### src/rtl/cook_timer_pkg.sv
// Shared types and constants for the cook timer control slice.
package cook_timer_pkg;

  localparam int DIGIT_W   = 4;
  localparam int SEC_LIMIT = 59;

  typedef enum logic [1:0] {
    ST_SET   = 2'd0,
    ST_RUN   = 2'd1,
    ST_PAUSE = 2'd2,
    ST_ALARM = 2'd3
  } state_t;

endpackage

### src/rtl/cook_timer_ctrl_bcd_set_60.sv
// Two-digit BCD setting register: synchronous clear, +1 on inc, wraps LIMIT -> 00.
module bcd_set_60
  import cook_timer_pkg::*;
#(
  parameter int LIMIT = 59
) (
  input  logic               clk,
  input  logic               reset_p,
  input  logic               clr,
  input  logic               inc,
  output logic [DIGIT_W-1:0] ones,
  output logic [DIGIT_W-1:0] tens
);

  localparam logic [DIGIT_W-1:0] LIM_ONES = DIGIT_W'(LIMIT % 10);
  localparam logic [DIGIT_W-1:0] LIM_TENS = DIGIT_W'(LIMIT / 10);

  logic [DIGIT_W-1:0] ones_q, ones_d;
  logic [DIGIT_W-1:0] tens_q, tens_d;

  always_comb begin
    ones_d = ones_q;
    tens_d = tens_q;
    if (clr) begin
      ones_d = '0;
      tens_d = '0;
    end else if (inc) begin
      if (tens_q == LIM_TENS && ones_q == LIM_ONES) begin
        ones_d = '0;
        tens_d = '0;
      end else if (ones_q == DIGIT_W'(9)) begin
        ones_d = '0;
        tens_d = tens_q + DIGIT_W'(1);
      end else begin
        ones_d = ones_q + DIGIT_W'(1);
      end
    end
  end

  always_ff @(posedge clk) begin
    if (reset_p) begin
      ones_q <= '0;
      tens_q <= '0;
    end else begin
      ones_q <= ones_d;
      tens_q <= tens_d;
    end
  end

  assign ones = ones_q;
  assign tens = tens_q;

endmodule

### src/rtl/cook_timer_ctrl.sv
// Cook timer control: holds the mm:ss setting, gates the 1 s tick, raises alarm at 00:00.
// Optional macro ALARM_TIMEOUT_EN: alarm self-clears after ALARM_SEC ticks.
module cook_timer_ctrl
  import cook_timer_pkg::*;
#(
  parameter int MIN_LIMIT = 59,
  parameter int ALARM_SEC = 10
) (
  input  logic       clk,
  input  logic       reset_p,
  input  logic       btn_start,
  input  logic       btn_inc_min,
  input  logic       btn_inc_sec,
  input  logic       btn_clear,
  input  logic       clk_sec,
  input  logic [3:0] cnt_sec1,
  input  logic [3:0] cnt_sec10,
  input  logic [3:0] cnt_min1,
  input  logic [3:0] cnt_min10,
  output logic       load_enable,
  output logic [3:0] set_sec1,
  output logic [3:0] set_sec10,
  output logic [3:0] set_min1,
  output logic [3:0] set_min10,
  output logic       clk_time,
  output logic       alarm,
  output logic [1:0] state_o
);

  state_t state_q, state_d;
  logic   clk_time_q, clk_time_d;
  logic   alarm_q, alarm_d;

  // Only the highest-priority pulse in a cycle acts.
  logic act_clr, act_start, act_min, act_sec, any_btn;
  assign act_clr   = btn_clear;
  assign act_start = btn_start & ~btn_clear;
  assign act_min   = btn_inc_min & ~btn_start & ~btn_clear;
  assign act_sec   = btn_inc_sec & ~btn_inc_min & ~btn_start & ~btn_clear;
  assign any_btn   = btn_clear | btn_start | btn_inc_min | btn_inc_sec;

  logic in_set;
  assign in_set = (state_q == ST_SET);

  bcd_set_60 #(.LIMIT(SEC_LIMIT)) u_sec (
    .clk    (clk),
    .reset_p(reset_p),
    .clr    (in_set & act_clr),
    .inc    (in_set & act_sec),
    .ones   (set_sec1),
    .tens   (set_sec10)
  );

  bcd_set_60 #(.LIMIT(MIN_LIMIT)) u_min (
    .clk    (clk),
    .reset_p(reset_p),
    .clr    (in_set & act_clr),
    .inc    (in_set & act_min),
    .ones   (set_min1),
    .tens   (set_min10)
  );

  logic set_nonzero, cnt_zero;
  assign set_nonzero = |{set_sec1, set_sec10, set_min1, set_min10};
  assign cnt_zero    = ~|{cnt_sec1, cnt_sec10, cnt_min1, cnt_min10};

  logic timeout;
`ifdef ALARM_TIMEOUT_EN
  localparam int TO_W = $clog2(ALARM_SEC + 1);
  logic [TO_W-1:0] to_cnt_q, to_cnt_d;

  always_comb begin
    to_cnt_d = to_cnt_q;
    if (state_q != ST_ALARM)
      to_cnt_d = '0;
    else if (clk_sec)
      to_cnt_d = to_cnt_q + TO_W'(1);
  end

  always_ff @(posedge clk) begin
    if (reset_p) to_cnt_q <= '0;
    else         to_cnt_q <= to_cnt_d;
  end

  assign timeout = (state_q == ST_ALARM) && clk_sec && (to_cnt_q == TO_W'(ALARM_SEC - 1));
`else
  assign timeout = 1'b0;
`endif

  // State register plus the two registered outputs.
  always_ff @(posedge clk) begin
    if (reset_p) begin
      state_q    <= ST_SET;
      clk_time_q <= 1'b0;
      alarm_q    <= 1'b0;
    end else begin
      state_q    <= state_d;
      clk_time_q <= clk_time_d;
      alarm_q    <= alarm_d;
    end
  end

  // Zero detect waits while a tick is in flight so the counters see it first.
  always_comb begin
    state_d = state_q;
    case (state_q)
      ST_SET:   if (act_start && set_nonzero) state_d = ST_RUN;
      ST_RUN: begin
        if (act_clr)                      state_d = ST_SET;
        else if (act_start)               state_d = ST_PAUSE;
        else if (cnt_zero && !clk_time_q) state_d = ST_ALARM;
      end
      ST_PAUSE: begin
        if (act_clr)        state_d = ST_SET;
        else if (act_start) state_d = ST_RUN;
      end
      ST_ALARM: if (any_btn || timeout) state_d = ST_SET;
      default:  state_d = ST_SET;
    endcase
  end

  always_comb begin
    load_enable = (state_q == ST_SET);
    clk_time_d  = clk_sec && (state_q == ST_RUN);
    alarm_d     = (state_d == ST_ALARM);
  end

  assign clk_time = clk_time_q;
  assign alarm    = alarm_q;
  assign state_o  = state_q;

endmodule

### config.mk
export PLATFORM = sky130hd
export DESIGN_NAME = cook_timer_ctrl
export DESIGN_NICKNAME = d
export VERILOG_FILES = /design/src/rtl/cook_timer_pkg.sv /design/src/rtl/cook_timer_ctrl_bcd_set_60.sv /design/src/rtl/cook_timer_ctrl.sv
export SDC_FILE = /design/constraint.sdc
export NUM_CORES = 1
export LEC_CHECK = 0
export CAP_MARGIN = 0
export CORE_MARGIN = 4
export CORE_UTILIZATION = 45
export DETAILED_ROUTE_END_ITERATION = 6
export PLACE_DENSITY = 0.89
export SLEW_MARGIN = 25
export SYNTH_ARGS = -nofsm -noshare
export SYNTH_HDL_FRONTEND = slang
export SYNTH_SLANG_ARGS = --single-unit
export TNS_END_PERCENT = 5
### constraint.sdc
create_clock -name clk -period 3.9 [get_ports clk]
set_clock_uncertainty 0.05 [all_clocks]
set_input_delay 0.78 -clock clk [delete_from_list [all_inputs] [get_ports clk]]
set_output_delay 0.78 -clock clk [all_outputs]
set_load 0.005 [all_outputs]
==> impl_metrics.json, run 1 <==
{
  "post_cts_buffers": 0,
  "area_growth_pct": 42.56,
  "hold_viol": 0,
  "layout.cells.non_filler": 205,
  "cts_resized": 0,
  "io_buffers": 43,
  "ys_seq_area_share_pct": 35.01,
  "period_needed_ps": 2568,
  "ctsRootBufferMaster": "clkbuf_4",
  "detail_route.wl_per_cell_um": 13.88,
  "placeableCoreArea_um2": 2455,
  "clockBufferDepth": 2,
  "power_leakage_nw": 0.6382,
  "ys_warn_count": 0,
  "layout-drive-gt1-share_pct": 6.857,
  "gp_congestion": 0.7229,
  "criticalPathCategory": "in2reg",
  "hold_slack_ps": 467.8,
  "ys_ff_latch": 20,
  "max_cap_viol_count": 0,
  "hpwl_mm": 2.260,
  "die_h_um": 58.41,
  "cts_made_buffers": 3,
  "clkLatencyLatePin_ps": 290,
  "grtUsageTotal_pct": 18.11,
  "final_nets": 206,
  "tns_ps": 0,
  "drc": 0,
  "power_density_nw_per_um2": 210.2,
  "wl_mm": 2.846,
  "n_fill_cell": 227,
  "maxSlewHeadroom_pct": 66.55,
  "ios": 44,
  "synthCells": 130,
  "cp-end-kind": "register",
  "grt_pass1_wl_mm": 4.864,
  "min_path_type": "reg2reg",
  "hold_path_depth": 2,
  "cts-hold-fix-buffers": 0,
  "drt_iter0_markers": 16,
  "h-tree-depth": 1,
  "viasPerCell": 5.585,
  "critPathMaxFanout": 8,
  "ys_types": 32,
  "r2r_end": "u_sec.tens[3]$_SDFFE_PP0P_",
  "clock.fmax_ghz": 0.3895,
  "slowest_delay_ps": 570,
  "fin_crit_sh_pct": 65.84,
  "worst_slew_pin_slew_ps": 499.0,
  "yosys.area.top_type": "dfxtp_1",
  "grt_max_degree": 16,
  "final-setup-viol-count": 0,
  "antennaDiodeCount": 0,
  "synth_nets": 159,
  "antenna_found_initial": 0,
  "rr_startpoint": "state_o[1]$_SDFF_PP0_",
  "cpMaxStageDelayCell": "clkdlybuf4s50_1",
  "worstHoldStart": "u_sec.tens[1]$_SDFFE_PP0P_",
  "grt_pass1_vias": 1142,
  "max-vdd-ir-drop_uv": 158.3,
  "tritoncts": "built",
  "syn_area_um2": 1144,
  "ant_nets": 0,
  "num_rows": 18,
  "reg2reg_slack_ps": 2030,
  "syn_area_per_cell_um2": 8.797,
  "die-area_um2": 3412,
  "synthTopCellsByArea": "dfxtp_1 35%, ha_1 6.6%, a21oi_1 5.7%",
  "grt_overflow": 0,
  "drv_slew": 0,
  "r2r_cells": 4,
  "critPathRequiredTime_ps": 4080,
  "vias": 1145,
  "hold-path-endpoint": "u_sec.tens[1]$_SDFFE_PP0P_",
  "first_pass_iters": 4,
  "start_util_pct": 46.59,
  "arrival_ps": 2750,
  "synth_top_area_share_pct": 35.01,
  "dp.cells": 202,
  "rsz0062_at_grt": "false",
  "worstPathCellList": "clkdlybuf4s50_1 > nor3_2 > nand4b_4 > or4_1 > a21oi_1",
  "critPathLaunchType": "input port",
  "clkTransAtPathRegs_ps": 110,
  "status": "finished, final reports clean",
  "die_w_um": 58.41,
  "cts_sinks": 20
}
-- synth_stat cells --
cell type and instances:
a22oi_1 1, or3b_2 1, and3b_1 5, o21ai_0 11, inv_1 5, or4_1 2, and4bb_2 1, and4b_2 1
nor3_2 1, a21o_2 1, nor4b_4 1, nor2_1 9, a31oi_1 1, nand4b_4 2, clkbuf_1 1, nor4_1 5
nand2_1 10, or3_2 1, or3b_1 3, dfxtp_1 20, o22ai_1 2, xor2_1 3, nand3b_1 1, nor2b_1 8
and2b_1 1, and4_1 1, and4b_1 1, nand3_1 7, or3_1 3, nor4b_1 2, a21oi_1 13, ha_1 6
-- cell type report --
| cell class | count | area, um2 | share of cell area [%] |
|---|---|---|---|
| sequential | 20 | 400.4 | 24.56 |
| multi-input combinational | 104 | 720.7 | 44.21 |
| tap | 30 | 37.54 | 2.302 |
| clock buffer | 3 | 22.52 | 1.381 |
| inverter | 5 | 18.77 | 1.151 |
| timing repair buffer | 43 | 430.4 | 26.40 |
-- worst max-delay path: cells and delay by family --
family	cells	cell delay, ps
AND/OR/NAND/NOR	3	1240
buffers and inverters	1	570
AO/OA/AOI/OAI	1	150
-- layer usage --
layer / up-vias / wire (um) / global-route usage, %
li1: 567 / - / -
met1: 530 / 1154 / 19.76
met2: 40 / 1353 / 31.58
met3: 8 / 269 / 5.921
met4: 0 / 69 / 8.278
met5: - / 0 / 0
-- kinds of logic (layout without fill, tap and decap cells) --
logic type      Yosys count  count (layout)  share of synthesized area (%)
simple gates             66              66                          40.59
compound gates           29              29                          13.57
flops                    20              20                          35.01
fa+ha+maj                 6               6                          6.564
buf+inv                   6              51                          1.969
xor+xnor                  3               3                          2.298
-- worst max path at each step --
stage	end	start	slack [ps]	depth (start not counted)
floorplan	u_min.tens[3]$_SDFFE_PP0P_	btn_clear	1840	4
global placement	u_sec.tens[3]$_SDFFE_PP0P_	btn_clear	1120	5
detailed placement	u_sec.tens[0]$_SDFFE_PP0P_	btn_clear	1030	5
CTS	u_sec.tens[0]$_SDFFE_PP0P_	btn_clear	1330	5
global route	u_sec.tens[3]$_SDFFE_PP0P_	btn_clear	1190	5
finish	u_sec.tens[3]$_SDFFE_PP0P_	btn_clear	1330	5
-- report_power, final --
part           internal, W  switching [W]
registers         0.000205     0.00000115
logic            0.0000260      0.0000147
clock network    0.0000360      0.0000600
total             0.000267      0.0000759
-- state kept, by name, indices dropped and copies added (netlist names) --
| name | count |
|---|---|
| clk_time | 1 |
| u_sec.ones | 4 |
| alarm | 1 |
| u_min.tens | 4 |
| u_min.ones | 4 |
| u_sec.tens | 4 |
| state_o | 2 |
-- metrics by stage --
step | total power [W] | instance area [um2] | setup WS, ps | utilization [%]
final | 0.0003428 | 1630 | 1332 | 66.41
after detailed placement | 0.0002516 | 1608 | 1033 | 65.49
after CTS | 0.0003465 | 1630 | 1331 | 66.41
after floorplan | 0.0002220 | 1144 | 1845 | -
after global routing | 0.0003603 | 1630 | 1186 | 66.41
after global placement | 0.0002508 | 1608 | 1121 | 65.49
-- cells in the final DEF, fill, tap and decap left out, drive strengths merged, types with 5 or more instances in the layout --
cell	n
clkdlybuf4s50	43
dfxtp	20
a21oi	13
o21ai	11
nand2	10
nor2	9
nor2b	8
nand3	7
ha	6
inv	5
and3b	5
nor4	5
(Power assumes the default switching activity.)
==> run 2, diff against run 1 <==
CORE_UTILIZATION = 43   (was 45)
PLACE_DENSITY = 0.86   (was 0.89)
clock period = 2.5 ns   (was 3.9 ns; I/O delays follow)
==> run 2 against run 1 <==
Net effect:
- total power increased by 68%
- core utilization is 0.25 points higher
- global-route usage down 0.86 points
- via count is essentially flat
- cell count increased by 2.0%
- die area is 4.0% higher
- clock power increased by 96%
- worst hold slack got worse by 0.76 ps
- wire length is 0.63% higher
- register-to-register slack lost 1300 ps
- combinational power rose by 63%
==> impl_metrics.json, run 2 (synthesis gave the netlist of run 1 again) <==
{
  "status": "finished, final reports clean",
  "clockBufferDepth": 2,
  "antenna_found_initial": 0,
  "maxSlewHeadroom_pct": 77.11,
  "num_rows": 18,
  "gp_congestion": 0.7663,
  "hpwl_mm": 2.224,
  "final_cell_mix": "43 x clkdlybuf4s50_1, 20 x dfxtp_1, 13 x a21oi_1, 11 x o21ai_0, 10 x nand2_1",
  "cts_made_buffers": 3,
  "die-area_um2": 3549,
  "clkTransAtPathRegs_ps": 110,
  "min_path_type": "reg2reg",
  "grt_pass1_vias": 1092,
  "layout-drive-gt1-share_pct": 8.939,
  "placeableCoreArea_um2": 2500,
  "hold_slack_ps": 467.1,
  "hold_viol": 0,
  "period_needed_ps": 2032,
  "die_h_um": 59.57,
  "die_w_um": 59.57,
  "multi_input_area_um2": 720.7,
  "final-setup-viol-count": 0,
  "first_pass_iters": 5,
  "antennaDiodeCount": 0,
  "io_buffers": 43,
  "area_growth_pct": 45.73,
  "criticalPathCategory": "in2reg",
  "clkLatencyLatePin_ps": 300,
  "cts_sinks": 20,
  "drc": 0,
  "h-tree-depth": 1,
  "register_area_um2": 400.4,
  "detail_route.wl_per_cell_um": 13.70,
  "vias": 1144,
  "layout.cells.non_filler": 209,
  "final_common_cell": "clkdlybuf4s50_1",
  "arrival_ps": 2220,
  "drv_slew": 0,
  "power_leakage_nw": 0.6605,
  "n_fill_cell": 205,
  "clock.fmax_ghz": 0.4921,
  "ctsRootBufferMaster": "clkbuf_4",
  "rsz0062_at_grt": "false",
  "critPathLaunchType": "input port",
  "dp.cells": 205,
  "worst_slew_pin_slew_ps": 342.7,
  "drt_iter0_markers": 38,
  "cp-end-kind": "register",
  "max-vdd-ir-drop_uv": 301.6,
  "cts_resized": 0,
  "critPathMaxFanout": 8,
  "wl_mm": 2.864,
  "viasPerCell": 5.474,
  "power_density_nw_per_um2": 345.4,
  "fin_crit_sh_pct": 81.28,
  "grtUsageTotal_pct": 17.25,
  "critPathRequiredTime_ps": 2690,
  "grt_max_degree": 16,
  "final_nets": 209,
  "grt_pass1_wl_mm": 4.678,
  "post_cts_buffers": 0,
  "tns_ps": 0,
  "start_util_pct": 45.75,
  "ios": 44,
  "tritoncts": "built",
  "max_cap_viol_count": 0,
  "cts-hold-fix-buffers": 0,
  "grt_overflow": 0,
  "ant_nets": 0
}
run 2: path summary, 6_finish.rpt:
path | startpoint | slack, ps | depth (start not counted) | endpoint
setup / recovery | btn_start | 470 | 5 | u_sec.tens[0]$_SDFFE_PP0P_
hold / removal | u_sec.tens[1]$_SDFFE_PP0P_ | 470 | 2 | u_sec.tens[1]$_SDFFE_PP0P_
hold reg to reg | u_sec.tens[1]$_SDFFE_PP0P_ | 470 | 2 | u_sec.tens[1]$_SDFFE_PP0P_
setup reg to reg | state_o[1]$_SDFF_PP0_ | 760 | 4 | u_min.tens[3]$_SDFFE_PP0P_
run 2: layout make-up:
class	instances	share of cell area, %
clock buffers	4	2.177
inverters	5	1.126
multi-input cells	104	43.24
flip-flops and latches	20	24.02
well taps	30	2.252
repair buffers	46	27.18
run 2: where the power goes:
group	leakage [nW]	total, W	internal [W]	switching, W
logic	0.478	0.0000663	0.0000431	0.0000232
registers	0.161	0.000322	0.000320	0.00000184
clock network	0.0210	0.000188	0.0000889	0.0000989
run 2: metrics by stage:
stage	area (um2)	power, W	utilization [%]	setup slack, ps
6_report	1667	0.0005757	66.67	468.0
5_1_grt	1667	0.0006034	66.67	355.4
4_1_cts	1667	0.0005835	66.67	470.0
3_5_place_dp	1630	0.0003953	65.22	151.0
3_3_place_gp	1630	0.0003946	65.22	179.1
2_1_floorplan	1144	0.0003464	-	724.7
run 2: layer usage:
layer  wire length (um)  part of all wire, %  vias to the layer above  GRT usage [%]
met5                  0                    0                        -              0
met4                 52                  1.8                        0          7.911
met3                293                   10                        6          5.664
met2               1299                   45                       41          28.08
met1               1219                   43                      523          20.42
li1                   -                    -                      574              -
run 2: critical path, stage by stage:
cell and delay [ps]:
clkdlybuf4s50_1 510, and4bb_2 410, nand4b_4 160, or3_2 480, a21oi_1 150
==> run 3, diff against run 2 <==
clock period = 2 ns   (was 2.5 ns; I/O delays follow)
==> run 3 against run 2 <==
Net effect:
- cell count rose by 3.8%
- total power rose by 44%
- register-to-register slack got worse by 480 ps
- cell area rose by 4.7%
- setup slack got worse by 380 ps
- critical path type unchanged
- largest power group unchanged
- highest routed layer unchanged
==> impl_metrics.json, run 3 (synthesis gave the netlist of run 1 again) <==
{
  "num_rows": 18,
  "power_leakage_nw": 0.7052,
  "cts_made_buffers": 3,
  "dp.cells": 213,
  "ant_nets": 0,
  "min_path_type": "reg2reg",
  "power_density_nw_per_um2": 474.1,
  "io_buffers": 43,
  "drv_slew": 0,
  "critPathLaunchType": "input port",
  "n_fill_cell": 199,
  "register_area_um2": 400.4,
  "area_growth_pct": 52.63,
  "die-area_um2": 3549,
  "hold_viol": 0,
  "fin_crit_sh_pct": 95.56,
  "drt_iter0_markers": 32,
  "placeableCoreArea_um2": 2500,
  "layout.cells.non_filler": 217,
  "grt_max_degree": 16,
  "rsz0062_at_grt": "false",
  "criticalPathCategory": "in2reg",
  "h-tree-depth": 1,
  "clkTransAtPathRegs_ps": 130,
  "cts_sinks": 20,
  "r2r_cells": 5,
  "clkLatencyLatePin_ps": 310,
  "gp_congestion": 0.7820,
  "hold_slack_ps": 473.1,
  "grt_pass1_wl_mm": 4.981,
  "vias": 1197,
  "cp-end-kind": "register",
  "clock.fmax_ghz": 0.5232,
  "period_needed_ps": 1911,
  "grt_use_met3_pct": 4.139,
  "detail_route.wl_per_cell_um": 14.59,
  "design_area_um2": 1745,
  "ios": 44,
  "final_util_pct": 69.82,
  "antennaDiodeCount": 0,
  "worst_slew_pin_slew_ps": 345.0,
  "max_cap_viol_count": 0,
  "grt_overflow": 0,
  "final_cell_mix": "43 x clkdlybuf4s50_1, 20 x dfxtp_1, 13 x a21oi_1, 11 x o21ai_0, 11 x buf_4",
  "hold_path_depth": 2,
  "max-vdd-ir-drop_uv": 440.2,
  "tns_ps": 0,
  "tritoncts": "built",
  "drc": 0,
  "use_met1_pct": 20.87,
  "status": "finished, final reports clean",
  "final_common_cell": "clkdlybuf4s50_1",
  "arrival_ps": 2090,
  "clockBufferDepth": 2,
  "grt_busiest_layer": "met2",
  "first_pass_iters": 4,
  "placed_cell_area_um2": 1690,
  "final_nets": 217,
  "wl_mm": 3.167,
  "multi_input_area_um2": 723.2,
  "ctsRootBufferMaster": "clkbuf_4",
  "grt_pass1_vias": 1182,
  "die_h_um": 59.57,
  "hpwl_mm": 2.411,
  "antenna_found_initial": 0,
  "critPathRequiredTime_ps": 2180,
  "final-setup-viol-count": 0,
  "start_util_pct": 45.75,
  "critPathMaxFanout": 5,
  "viasPerCell": 5.516,
  "cts-hold-fix-buffers": 0,
  "layout-drive-gt1-share_pct": 13.37,
  "use_met2_pct": 31.83,
  "die_w_um": 59.57,
  "maxSlewHeadroom_pct": 76.97,
  "grtUsageTotal_pct": 18.21
}
run 3: repair_timing:
item                       4_1_cts  5_1_grt
resized for setup                0        1
setup buffers                    0        0
setup endpoints to repair        0        1
run 3: worst max-delay path, cell delays in order:
cell             delay [ps]
clkdlybuf4s50_1         500
nor4b_4                 380
nand4b_4                150
buf_4                   170
or3_1                   350
a21oi_1                 150
run 3: area by class of cell:
type,count,share of cell area [%]
clock buffer,3,1.290
clock inverter,1,1.720
inverter,5,1.075
multi-input combinational,104,41.43
sequential,20,22.94
tap,30,2.151
timing repair buffer,54,29.39
run 3: routing by layer:
metal	vias to the layer above	routed length, um	part of all wire, %
li1	591	-	-
met1	549	1275	40
met2	53	1538	49
met3	4	332	10
met4	0	21	0.66
met5	-	0	0
run 3: through the flow:
step / setup slack (ps) / total power [W]
after global placement: -190.9 / 0.0004983
after detailed placement: -236.0 / 0.0005001
after CTS: 54.84 / 0.0008328
after floorplan: 324.7 / 0.0004330
after global routing: 27.85 / 0.0008514
final: 88.76 / 0.0008275
run 3: path summary, 6_finish.rpt:
kind / startpoint / to / slack, ps
worst max register to register: state_o[1]$_SDFF_PP0_ / u_min.tens[0]$_SDFFE_PP0P_ / 280
worst min register to register: u_min.ones[0]$_SDFFE_PP0P_ / u_min.ones[0]$_SDFFE_PP0P_ / 470
worst min-delay path: u_min.ones[0]$_SDFFE_PP0P_ / u_min.ones[0]$_SDFFE_PP0P_ / 470
worst max-delay path: btn_clear / u_min.tens[0]$_SDFFE_PP0P_ / 90
run 3: power by group:
group | leakage [nW] | switching, W | internal (W) | total [W]
logic | 0.516 | 0.0000322 | 0.0000578 | 0.0000900
clock network | 0.0279 | 0.000133 | 0.000203 | 0.000335
registers | 0.161 | 0.00000231 | 0.000400 | 0.000402
